## config.mk

```make
export PLATFORM = sky130hd
export DESIGN_NAME = fetch_unit
export DESIGN_NICKNAME = d
export VERILOG_FILES = /design/src/rtl/cpu_pkg.sv /design/src/rtl/next_pc_calc.sv /design/src/rtl/fetch_unit.sv
export SDC_FILE = /design/constraint.sdc
export NUM_CORES = 1
export LEC_CHECK = 0
export ABC_CLOCK_PERIOD_IN_PS = 3500
export BUFFER_PORTS_ARGS = -buffer_cell sky130_fd_sc_hd__clkbuf_2
export CORE_ASPECT_RATIO = 1.2
export CORE_MARGIN = 1
export CORE_UTILIZATION = 45
export DETAILED_ROUTE_END_ITERATION = 7
export GPL_ROUTABILITY_DRIVEN = 0
export HOLD_SLACK_MARGIN = 0.06
export PLACE_DENSITY_LB_ADDON = 0.2
export SLEW_MARGIN = 20
export SYNTH_ARGS = -nofsm -noshare
export SYNTH_HDL_FRONTEND = slang
export SYNTH_HIERARCHICAL = 1
export SYNTH_SLANG_ARGS = --single-unit
export TNS_END_PERCENT = 5
```

## constraint.sdc

```tcl
create_clock -name CLK -period 3.5 [get_ports CLK]
set_input_delay 0.525 -clock CLK [delete_from_list [all_inputs] [get_ports CLK]]
set_output_delay 0.525 -clock CLK [all_outputs]
set_load 0.01 [all_outputs]
```

## src/rtl/cpu_pkg.sv

```systemverilog
// Shared CPU definitions: PC-select encodings, opcodes and fetch FSM states.
package cpu_pkg;

   localparam int unsigned INSTR_W    = 32;
   localparam int unsigned OP_W       = 6;
   localparam int unsigned WAIT_CNT_W = 8;

   typedef enum logic [1:0] {
      PC_SEQ = 2'b00,
      PC_BR  = 2'b01,
      PC_JR  = 2'b10,
      PC_J   = 2'b11
   } pc_src_e;

   localparam logic [OP_W-1:0] OP_RTYPE = 6'b000000;
   localparam logic [OP_W-1:0] OP_J     = 6'b000010;
   localparam logic [OP_W-1:0] OP_BEQ   = 6'b000100;
   localparam logic [OP_W-1:0] OP_HALT  = 6'b111111;

   typedef enum logic [2:0] {
      ST_FETCH = 3'd0,
      ST_WAIT  = 3'd1,
      ST_RETRY = 3'd2,
      ST_HOLD  = 3'd3,
      ST_HALT  = 3'd4
   } fetch_state_e;

endpackage

```

## src/rtl/next_pc_calc.sv

```systemverilog
// Next-PC selection: sequential, PC-relative branch, register jump, absolute jump.
module next_pc_calc
   import cpu_pkg::*;
#(
   parameter int unsigned ADDR_W = 32
) (
   input  logic [ADDR_W-1:0] pc,
   input  logic [25:0]       imm_field,
   input  logic [ADDR_W-1:0] jr_target,
   input  logic [1:0]        pc_src,
   output logic [ADDR_W-1:0] next_pc,
   output logic [ADDR_W-1:0] pc_plus4
);

   logic [ADDR_W-1:0] br_off;

   assign pc_plus4 = pc + ADDR_W'(4);
   assign br_off   = {{(ADDR_W-18){imm_field[15]}}, imm_field[15:0], 2'b00};

   always_comb begin
      next_pc = pc_plus4;
      case (pc_src)
         PC_SEQ:  next_pc = pc_plus4;
         PC_BR:   next_pc = pc_plus4 + br_off;
         PC_JR:   next_pc = jr_target;
         PC_J:    next_pc = {pc_plus4[ADDR_W-1:28], imm_field, 2'b00};
         default: next_pc = pc_plus4;
      endcase
   end

endmodule

```

## src/rtl/fetch_unit.sv

```systemverilog
// Instruction fetch stage: PC/IR ownership and imem req/ack handshake with timeout retry.
// Optional alignment trap on PC loads enabled by defining FETCH_ALIGN_CHECK_EN.
module fetch_unit
   import cpu_pkg::*;
#(
   parameter int unsigned       ADDR_W   = 32,
   parameter logic [ADDR_W-1:0] RESET_PC = '0,
   parameter int unsigned       MAX_WAIT = 15
) (
   input  logic              CLK,
   input  logic              RST,
   input  logic              PCWre,
   input  logic [1:0]        PCSrc,
   input  logic [ADDR_W-1:0] jr_target,
   output logic              imem_req,
   output logic [ADDR_W-1:0] imem_addr,
   input  logic              imem_ack,
   input  logic [31:0]       imem_rdata,
   output logic [ADDR_W-1:0] pc,
   output logic [ADDR_W-1:0] pc_plus4,
   output logic [31:0]       ir,
   output logic [5:0]        op,
   output logic              ir_valid,
`ifdef FETCH_ALIGN_CHECK_EN
   output logic              align_fault,
`endif
   output logic              halted
);

   fetch_state_e            state, state_next;
   logic [WAIT_CNT_W-1:0]   wait_cnt, wait_cnt_d;
   logic [ADDR_W-1:0]       pc_d, next_pc_raw, load_pc;
   logic [31:0]             ir_d;
   logic                    ir_valid_d, halted_d, req_d;
   logic                    is_halt, timeout, misaligned;

   next_pc_calc #(.ADDR_W(ADDR_W)) u_next_pc (
      .pc        (pc),
      .imm_field (ir[25:0]),
      .jr_target (jr_target),
      .pc_src    (PCSrc),
      .next_pc   (next_pc_raw),
      .pc_plus4  (pc_plus4)
   );

   assign is_halt   = (ir[31:26] == OP_HALT);
   assign timeout   = (wait_cnt == WAIT_CNT_W'(MAX_WAIT - 1));
   assign op        = ir[31:26];
   assign imem_addr = pc;

`ifdef FETCH_ALIGN_CHECK_EN
   logic align_fault_d;
   assign misaligned = (next_pc_raw[1:0] != 2'b00);
   assign load_pc    = next_pc_raw;
`else
   assign misaligned = 1'b0;
   assign load_pc    = next_pc_raw & ~ADDR_W'(3);
`endif

   // All sequential state, including the datapath registers.
   always_ff @(posedge CLK or negedge RST) begin
      if (!RST) begin
         state    <= ST_FETCH;
         pc       <= RESET_PC;
         ir       <= '0;
         ir_valid <= 1'b0;
         imem_req <= 1'b0;
         halted   <= 1'b0;
         wait_cnt <= '0;
`ifdef FETCH_ALIGN_CHECK_EN
         align_fault <= 1'b0;
`endif
      end else begin
         state    <= state_next;
         pc       <= pc_d;
         ir       <= ir_d;
         ir_valid <= ir_valid_d;
         imem_req <= req_d;
         halted   <= halted_d;
         wait_cnt <= wait_cnt_d;
`ifdef FETCH_ALIGN_CHECK_EN
         align_fault <= align_fault_d;
`endif
      end
   end

   always_comb begin
      state_next = state;
      case (state)
         ST_FETCH: state_next = ST_WAIT;
         ST_WAIT: begin
            if (imem_ack)     state_next = ST_HOLD;
            else if (timeout) state_next = ST_RETRY;
         end
         ST_RETRY: state_next = ST_FETCH;
         ST_HOLD: begin
            if (is_halt)    state_next = ST_HALT;
            else if (PCWre) state_next = misaligned ? ST_HALT : ST_FETCH;
         end
         ST_HALT: state_next = ST_HALT;
         default: state_next = ST_FETCH;
      endcase
   end

   // Request is high through FETCH and WAIT so a retry shows exactly one low cycle.
   always_comb begin
      pc_d       = pc;
      ir_d       = ir;
      ir_valid_d = ir_valid;
      halted_d   = halted;
      wait_cnt_d = wait_cnt;
      req_d      = (state_next == ST_FETCH) || (state_next == ST_WAIT);
`ifdef FETCH_ALIGN_CHECK_EN
      align_fault_d = align_fault;
`endif
      case (state)
         ST_FETCH: wait_cnt_d = '0;
         ST_WAIT: begin
            if (imem_ack) begin
               ir_d       = imem_rdata;
               ir_valid_d = 1'b1;
            end else if (!timeout) begin
               wait_cnt_d = wait_cnt + WAIT_CNT_W'(1);
            end
         end
         ST_HOLD: begin
            if (is_halt) begin
               halted_d = 1'b1;
            end else if (PCWre) begin
               if (misaligned) begin
                  halted_d = 1'b1;
`ifdef FETCH_ALIGN_CHECK_EN
                  align_fault_d = 1'b1;
`endif
               end else begin
                  pc_d       = load_pc;
                  ir_valid_d = 1'b0;
               end
            end
         end
         default: ;
      endcase
   end

endmodule

```

==> summary.md, run 1 <==
| Metric | Value |
|---|---|
| Design Power | `0.01080 W` |
| Clk sinks | `76` |
| Die Wd | `109.5 um` |
| Die area | `0.01434 sq mm` |
| Worst path arrival time | `3.89 ns` |
| Post-Synthesis Cell Area | `0.006240 sq mm` |
| Clk_skew | `0.009433 ns` |
| H-tree depth | `3` |
| Wirelength per Cell | `16.76 um` |
| DRC | `0` |
| Clock Path Buffers | `2` |
| GR Overflow Total | `0` |
| CTS tree | `done` |
| I/O Buffers | `198` |
| Number of diodes | `0` |
| Largest net degree at the start of global routing | `77` |
| Max Clock Freq | `273.8 MHz` |
| Fin cells | `1085` |
| Syn. warnings | `6` |
| Nets | `1019` |
| Setup violators final | `10` |
| # IOs | `207` |
| Worst Hold Class | `input port to async pin` |
| Worst VDD drop | `583.4 uV` |
| Root buffer cell | `clkbuf_16` |
| Initial DRC count | `315` |
| Violated checks | `negative setup slack` |
| Crit path time final | `3.652 ns` |
| CTS Buf Count | `9` |
| Final wirelength | `18190 um` |
| Lkg Pwr | `4.318 nW` |
| Max Cap Viol | `0` |
| Clk slew on worst S/H paths | `0.06 ns` |
| Avg Cell Area, Syn | `10.02 sq um` |
| Worst Tran Pin Value | `0.9985 ns` |
| Period utilisation layout | `104.4%` |
| Final Max Slew Viols | `0` |
| Hold Worst Slack | `0.3163 ns` |
| Routed Antenna Nets | `0` |
| # hold bufs at CTS | `0` |
| First-pass GRT wire length | `27970 um` |
| Power per cell area | `1213 mW/mm^2` |
| Critical path startpoint category | `flop` |
| Gr usage total | `25.57%` |
| Design area | `0.008902 sq mm` |
| Worst skew pair latency | `0.36 ns` |
| TNS Setup | `-0.8279 ns` |
| Status | `finished, violations left` |
| Std-Cell Rows | `46` |
| Via Count | `5882` |
| RSZ-0062 raised after global routing | `true` |
| Core ar. | `0.01335 sq mm` |
| Area delta synth->final | `42.67%` |
| Cells after DPL | `1053` |
| Initial antenna violation count | `0` |
| Drt via density | `5.421` |
| Vias in the first global route | `5786` |
| Critical path required time | `3.74 ns` |
| Slew headroom | `33.43%` |
| Worst setup margin | `-0.1524 ns` |
| Share of layout cells above drive strength 1 | `57.25%` |
| Crit-path max FO | `4` |
| Die Ht | `131.0 um` |
| DP HPWL | `13440 um` |
| Cells after Synth | `623` |
| Initial core utilization | `46.73%` |
| First drt pass iteration count | `5` |
| Placed cell area | `0.008056 sq mm` |
| Final count of hold timing violations | `0` |
| Worst setup EP type | `flop` |
| Critical path class | `flop to flop` |
-- final timing paths --
path / depth (start not counted) / slack, ns / startpoint / end
worst max-delay path: 16 / -0.15 / imem_addr[6] / imem_addr[25]
worst min-delay path: 1 / 0.32 / RST / imem_addr[9]
worst max register to register: 16 / -0.15 / imem_addr[6] / imem_addr[25]
worst min register to register: 1 / 0.48 / ir_valid / ir_valid
max in group asynchronous: 1 / 2.44 / RST / imem_addr[11]
min in group CLK: 2 / 0.39 / imem_rdata[29] / ir[29]
-- cells in the final DEF (no fill, tap or decap), types with 6 or more instances in the layout --
cell / count
clkbuf_2: 197
buf_4: 137
dfrtp_1: 68
mux2_2: 61
nand2_1: 38
nor2_1: 36
ha_1: 28
a21oi_1: 27
mux4_2: 22
a21o_1: 17
xnor2_1: 17
o21ai_0: 16
nand4_1: 14
xor2_1: 14
nand3_1: 13
inv_1: 12
xnor2_2: 11
o21ai_1: 10
a21oi_2: 9
clkbuf_16: 9
dfrtp_2: 8
o21a_1: 8
or3_1: 7
conb_1: 6
mux2i_1: 6
ha_4: 6
-- through the flow --
stage,util (%),setup slack (ns)
global route,66.67,-0.3008
CTS,65.17,-0.1166
floorplan,-,-0.2300
global placement,60.34,-0.2725
detailed placement,60.34,-0.3647
finish,66.67,-0.1524
-- state kept, by name, summed over array words and instances, names as in the netlist --
register   flops
halted         1
imem_addr     30
imem_req       1
ir            32
ir_valid       1
state          3
wait_cnt       8
-- routing by layer --
| metal | GRT usage [%] | wire length (um) | up-vias |
|---|---|---|---|
| li1 | - | - | 2804 |
| met1 | 31.93 | 7702 | 2877 |
| met2 | 44.03 | 9378 | 179 |
| met3 | 4.563 | 778 | 22 |
| met4 | 9.490 | 325 | 0 |
| met5 | 0 | 0 | - |
-- critical path, cell delays in order (launching register included) --
cell	delay, ns
dfrtp_1	0.36
and3_4	0.20
and2_4	0.18
and2_4	0.16
nand4_1	0.12
xnor2_2	0.21
ha_4	0.26
a21oi_4	0.14
o21ai_2	0.08
a21o_1	0.16
a21o_1	0.17
a211oi_2	0.25
o21ai_1	0.10
a21o_1	0.23
xor2_2	0.17
mux4_2	0.46
mux2_4	0.28
-- timing repair --
action | 4_1_cts | 5_1_grt
gates cloned | 0 | 0
pin swaps | 30 | 21
buffers inserted | 12 | 4
resized for setup | 43 | 32
endpoints found under the setup margin | 14 | 18
-- final cells by class --
type                            count  area [sq um]
Fill cell                        1024          4451
Multi-Input combinational cell    475          4368
Timing Repair Buffer              338          2059
Sequential cell                    76          1912
Clock buffer                        9         225.2
Tap cell                          168         210.2
Clock inverter                      7         82.58
Inverter                           12         45.04
-- power by group --
group	internal [W]	leakage [nW]	switching (W)
Sequential	0.00130	0.906	0.000458
Combinational	0.00418	3.26	0.00389
Clock	0.000562	0.151	0.000410
Total	0.00604	4.32	0.00476
(Power assumes the default switching activity.)
==> inputs of run 2 (changes only) <==
--- a/config.mk
+++ b/config.mk
@@ -9,7 +9,7 @@
 export BUFFER_PORTS_ARGS = -buffer_cell sky130_fd_sc_hd__clkbuf_2
 export CORE_ASPECT_RATIO = 1.2
 export CORE_MARGIN = 1
-export CORE_UTILIZATION = 45
+export CORE_UTILIZATION = 30
 export DETAILED_ROUTE_END_ITERATION = 7
 export GPL_ROUTABILITY_DRIVEN = 0
 export HOLD_SLACK_MARGIN = 0.06
==> summary.md, run 2 (same netlist as run 1, synthesis figures left out) <==
| Metric | Value |
|---|---|
| Max FFs per register | `32` |
| Initial core utilization | `30.70%` |
| I/O Buffers | `198` |
| Lkg Pwr | `4.330 nW` |
| Final wirelength | `18750 um` |
| # IOs | `207` |
| Routed Antenna Nets | `0` |
| Worst setup EP type | `flop` |
| Std-Cell Rows | `57` |
| Root buffer cell | `clkbuf_16` |
| Hold Worst Slack | `0.2447 ns` |
| RSZ-0062 raised after global routing | `true` |
| Worst setup margin | `-0.1524 ns` |
| Largest Register | `ir` |
| Area delta synth->final | `43.77%` |
| Worst skew pair latency | `0.36 ns` |
| Clk slew on worst S/H paths | `0.07 ns` |
| Power Internal | `0.005950 W` |
| Gr usage total | `18.17%` |
| Core ar. | `0.02033 sq mm` |
| # hold bufs at CTS | `0` |
| Fraction of power spent switching nets | `44.00%` |
| Number of diodes | `0` |
| Design Power | `0.01062 W` |
| First-pass GRT wire length | `30310 um` |
| Setup violators final | `10` |
| Initial DRC count | `246` |
| Worst path arrival time | `3.90 ns` |
| H-tree depth | `3` |
| Logic gate share of total power | `74.5%` |
| Clock Path Buffers | `2` |
| Status | `finished, violations left` |
| Via Count | `5794` |
| Drt via density | `4.861` |
| Crit path time final | `3.652 ns` |
| GR Overflow Total | `0` |
| Max Clock Freq | `273.8 MHz` |
| Violated checks | `negative setup slack` |
| Slew headroom | `42.13%` |
| Most frequent cells in the layout | `clkbuf_2, buf_4, dfrtp_1, mux2_2, nand2_1` |
| Worst Hold Class | `input port to async pin` |
| Worst VDD drop | `404.8 uV` |
| Final count of hold timing violations | `0` |
| Crit-path max FO | `4` |
| Die area | `0.02138 sq mm` |
| Clk_skew | `0.01451 ns` |
| Die Ht | `160.0 um` |
| CTS Buf Count | `9` |
| DRC | `0` |
| Vias in the first global route | `5745` |
| First drt pass iteration count | `4` |
| Power per cell area | `1184 mW/mm^2` |
| Largest net degree at the start of global routing | `62` |
| Period utilisation layout | `104.4%` |
| Worst Tran Pin Value | `0.8680 ns` |
| Clk sinks | `76` |
| DP HPWL | `14720 um` |
| Clock share of power | `9.1%` |
| Critical path startpoint category | `flop` |
| Share of layout cells above drive strength 1 | `56.53%` |
| Initial antenna violation count | `0` |
| Max Cap Viol | `0` |
| Final Max Slew Viols | `0` |
| Most frequent standard cell in the layout excluding fill and tap cells | `clkbuf_2` |
| Critical path class | `flop to flop` |
| Nets | `1029` |
| Psw | `0.004675 W` |
| CTS tree | `done` |
| Die Wd | `133.7 um` |
| Sequential group share of total power | `16.3%` |
| Critical path required time | `3.74 ns` |
| Wirelength per Cell | `15.73 um` |
-- run 2: cell count changes in the layout (fill, tap and decap cells not counted), moves of 2 or more --
cell	before	now
buf_6	4	2
xor2_2	4	6
xnor2_2	11	9
xnor2_1	17	20
inv_8	0	3
nor2_4	4	2
buf_4	137	148
clkinv_4	4	0
xor2_4	3	0
-- run 2: worst max-delay path, cell delays in order (launching register included) --
cell and delay (ns):
dfrtp_1 0.36, and3_4 0.19, and2_4 0.18, and2_4 0.16, nand4_1 0.13, xnor2_2 0.27, ha_4 0.26, a21oi_4 0.14
o21ai_2 0.08, a21o_1 0.17, a21o_1 0.16, a211oi_2 0.28, o21ai_1 0.12, a21o_1 0.19, xor2_1 0.15, mux4_2 0.44
mux2_2 0.26
-- run 2: per-layer routing --
metal,track usage [%],routed length [um]
met5,0,0
met4,4.649,210
met3,3.143,731
met2,31.11,9356
met1,23.52,8448
-- run 2: power by group through the flow --
stage	Sequential (W)	Clock [W]	Combinational, W
2_1_floorplan	0.00195	0	0.00430
3_3_place_gp	0.00173	0	0.00746
3_5_place_dp	0.00174	0	0.00747
4_1_cts	0.00174	0.00100	0.00780
5_1_grt	0.00181	0.00104	0.00871
6_report	0.00174	0.000970	0.00792
-- run 2: what timing repair did --
action / 4_1_cts / 5_1_grt
pin swaps: 23 / 10
setup buffers: 5 / 1
resized for setup: 37 / 16
setup endpoints to repair: 13 / 18
-- run 2: layout make-up --
| type | instances | area, sq um |
|---|---|---|
| Fill cell | 2029 | 11350 |
| Sequential cell | 76 | 1912 |
| Tap cell | 265 | 331.6 |
| Clock buffer | 9 | 225.2 |
| Timing Repair Buffer | 348 | 2140 |
| Clock inverter | 7 | 76.32 |
| Inverter | 12 | 45.04 |
| Multi-Input combinational cell | 475 | 4242 |
-- run 2: final timing paths --
| kind | slack (ns) | start | cells after the start | endpoint |
|---|---|---|---|---|
| max | -0.15 | imem_addr[6] | 16 | imem_addr[25] |
| min | 0.24 | RST | 1 | ir[23] |
| max reg2reg | -0.15 | imem_addr[6] | 16 | imem_addr[25] |
| min reg2reg | 0.48 | halted | 1 | halted |
| max in group asynchronous | 2.56 | RST | 2 | imem_addr[2] |
| min in group CLK | 0.39 | imem_rdata[30] | 2 | ir[30] |
-- run 2: metrics by stage --
step | setup WS, ns | instances | area (sq um) | TNS (ns) | utilization, %
after floorplan | -0.2300 | 628 | 6339 | -1.259 | -
after global placement | -0.2279 | 1170 | 8341 | -1.777 | 41.03
after detailed placement | -0.2478 | 1170 | 8341 | -1.697 | 41.03
after CTS | -0.1342 | 1191 | 8871 | -0.6759 | 43.64
final | -0.1524 | 1192 | 8971 | -0.5761 | 44.14
after global routing | -0.3217 | 1192 | 8971 | -3.116 | 44.14
==> inputs of run 3 (changes only) <==
--- a/config.mk
+++ b/config.mk
@@ -5,6 +5,7 @@
 export SDC_FILE = /design/constraint.sdc
 export NUM_CORES = 1
 export LEC_CHECK = 0
+export ABC_AREA = 1
 export ABC_CLOCK_PERIOD_IN_PS = 3500
 export BUFFER_PORTS_ARGS = -buffer_cell sky130_fd_sc_hd__clkbuf_2
 export CORE_ASPECT_RATIO = 1.2
==> summary.md, run 3 <==
| Metric | Value |
|---|---|
| Status | `finished, final reports clean` |
| TNS Setup | `0 ns` |
| Critical path class | `flop to flop` |
| Std-Cell Rows | `62` |
| Largest net degree at the start of global routing | `56` |
| Fillers | `2735` |
| Area of the multi-input gates | `0.004559 sq mm` |
| Die Wd | `145.2 um` |
| Most frequent standard cell in the layout excluding fill and tap cells | `nand2_1` |
| Final Util | `37.36%` |
| Largest Register | `ir` |
| DP HPWL | `22130 um` |
| I/O Buffers | `198` |
| Worst VDD drop | `424.8 uV` |
| Worst Tran Pin Value | `0.8925 ns` |
| Share of layout cells above drive strength 1 | `23.94%` |
| Crit path time final | `3.285 ns` |
| Number of buffers added for setup after CTS | `0` |
| Period utilisation layout | `93.86%` |
| Setup violators final | `0` |
| Slew headroom | `40.28%` |
| Max Clock Freq | `304.4 MHz` |
| Area delta synth->final | `21.76%` |
| Power per cell area | `882.5 mW/mm^2` |
| GR Overflow Total | `0` |
| DRC | `0` |
| Via Count | `8082` |
| Most frequent cells in the layout | `nand2_1, clkbuf_2, inv_1, nand3_1, dfrtp_1` |
| Initial DRC count | `525` |
| Wirelength per Cell | `16.27 um` |
| RSZ-0062 raised after global routing | `true` |
| Vias in the first global route | `7831` |
| Cells after DPL | `1670` |
| Final wirelength | `27430 um` |
| Final Max Slew Viols | `0` |
| Syn. warnings | `6` |
| Critical path required time | `3.73 ns` |
| Initial antenna violation count | `0` |
| Avg Cell Area, Syn | `6.269 sq um` |
| Critical path startpoint category | `flop` |
| Gr usage total | `22.04%` |
| Routed Antenna Nets | `0` |
| Lkg Pwr | `5.008 nW` |
| Max Cap Viol | `0` |
| Worst setup EP type | `flop` |
| Post-Synthesis Cell Area | `0.007378 sq mm` |
| Clock Path Buffers | `2` |
| Die area | `0.02523 sq mm` |
| Worst Hold Class | `input port to async pin` |
| CTS tree | `done` |
| Design Power | `0.007928 W` |
| Fin cells | `1686` |
| Number of diodes | `0` |
| Clk sinks | `76` |
| Initial core utilization | `30.68%` |
| Die Ht | `173.8 um` |
| Max FFs per register | `32` |
| Root buffer cell | `clkbuf_16` |
| Worst path arrival time | `3.52 ns` |
| Crit-path max FO | `6` |
| Clk_skew | `0.01045 ns` |
| Core ar. | `0.02405 sq mm` |
| Drt via density | `4.794` |
| Cells after Synth | `1177` |
| First-pass GRT wire length | `43190 um` |
| Final count of hold timing violations | `0` |
| Nets | `1468` |
| H-tree depth | `3` |
| First drt pass iteration count | `5` |
| CTS Buf Count | `9` |
| Hold Worst Slack | `0.2250 ns` |
| # IOs | `207` |
| FF+latch area | `0.001904 sq mm` |
| Worst skew pair latency | `0.36 ns` |
| Clk slew on worst S/H paths | `0.07 ns` |
-- run 3: changes by cell type in the layout (fill, tap and decap cells not counted), sizes merged, moves of 15 or more --
cell,before,now
xnor2,29,8
nand2,43,481
o21ai,29,60
a21o,17,2
mux4,22,0
inv,18,138
nor2,43,83
mux2,62,0
nand3,15,92
buf,151,40
-- run 3: what timing repair did --
action                     CTS  global route
setup endpoints to repair    0            11
hold buffers                 0             0
hold endpoints to repair     0             0
resized for setup            0            13
-- run 3: power breakdown --
part,internal [W],leakage [nW],switching (W)
clock network,0.000634,0.154,0.000440
logic,0.00184,3.89,0.00322
registers,0.00124,0.959,0.000557
-- run 3: area by class of cell --
cell class | instances | share of cell area, %
tap | 320 | 4.457
timing repair buffer | 237 | 14.32
multi-input combinational | 901 | 50.75
sequential | 76 | 21.20
inverter | 136 | 5.682
clock buffer | 10 | 2.549
clock inverter | 6 | 1.045
-- run 3: final timing paths --
check	slack, ns	endpoint	start	depth (start not counted)
setup / recovery	0.22	imem_addr[31]	imem_addr[8]	19
hold / removal	0.22	ir[28]	RST	1
setup reg to reg	0.22	imem_addr[31]	imem_addr[8]	19
hold reg to reg	0.49	halted	halted	1
max in group asynchronous	2.58	ir[12]	RST	2
min in group CLK	0.37	ir[30]	imem_rdata[30]	3
-- run 3: through the flow --
| stage | cell area (sq um) | setup WS [ns] |
|---|---|---|
| after CTS | 8940 | 0.2026 |
| final | 8984 | 0.2150 |
| after global placement | 8617 | 0.2619 |
| after global routing | 8984 | -0.06820 |
| after detailed placement | 8617 | 0.2219 |
| after floorplan | 7397 | 0.5236 |
-- run 3: routing by layer --
metal | routed length, um | vias to the layer above | track usage, %
li1 | - | 4064 | -
met1 | 11650 | 3737 | 27.04
met2 | 13540 | 235 | 39.26
met3 | 1405 | 46 | 2.816
met4 | 837 | 0 | 7.939
met5 | 0 | - | 0
-- run 3: worst max-delay path, cell delays in order, from the launching register on --
cell	delay, ns
dfrtp_1	0.47
nand2_1	0.14
nor2_2	0.19
nand3_1	0.31
nor3_1	0.34
nand2_1	0.11
nand2_1	0.10
inv_2	0.06
ha_1	0.35
nand2_1	0.09
nor2_1	0.11
and2_1	0.15
and3_1	0.19
nand2_1	0.06
nand2_1	0.14
nand2_1	0.07
nand3_1	0.08
nand3_1	0.08
nand2_1	0.07
nand2_1	0.06
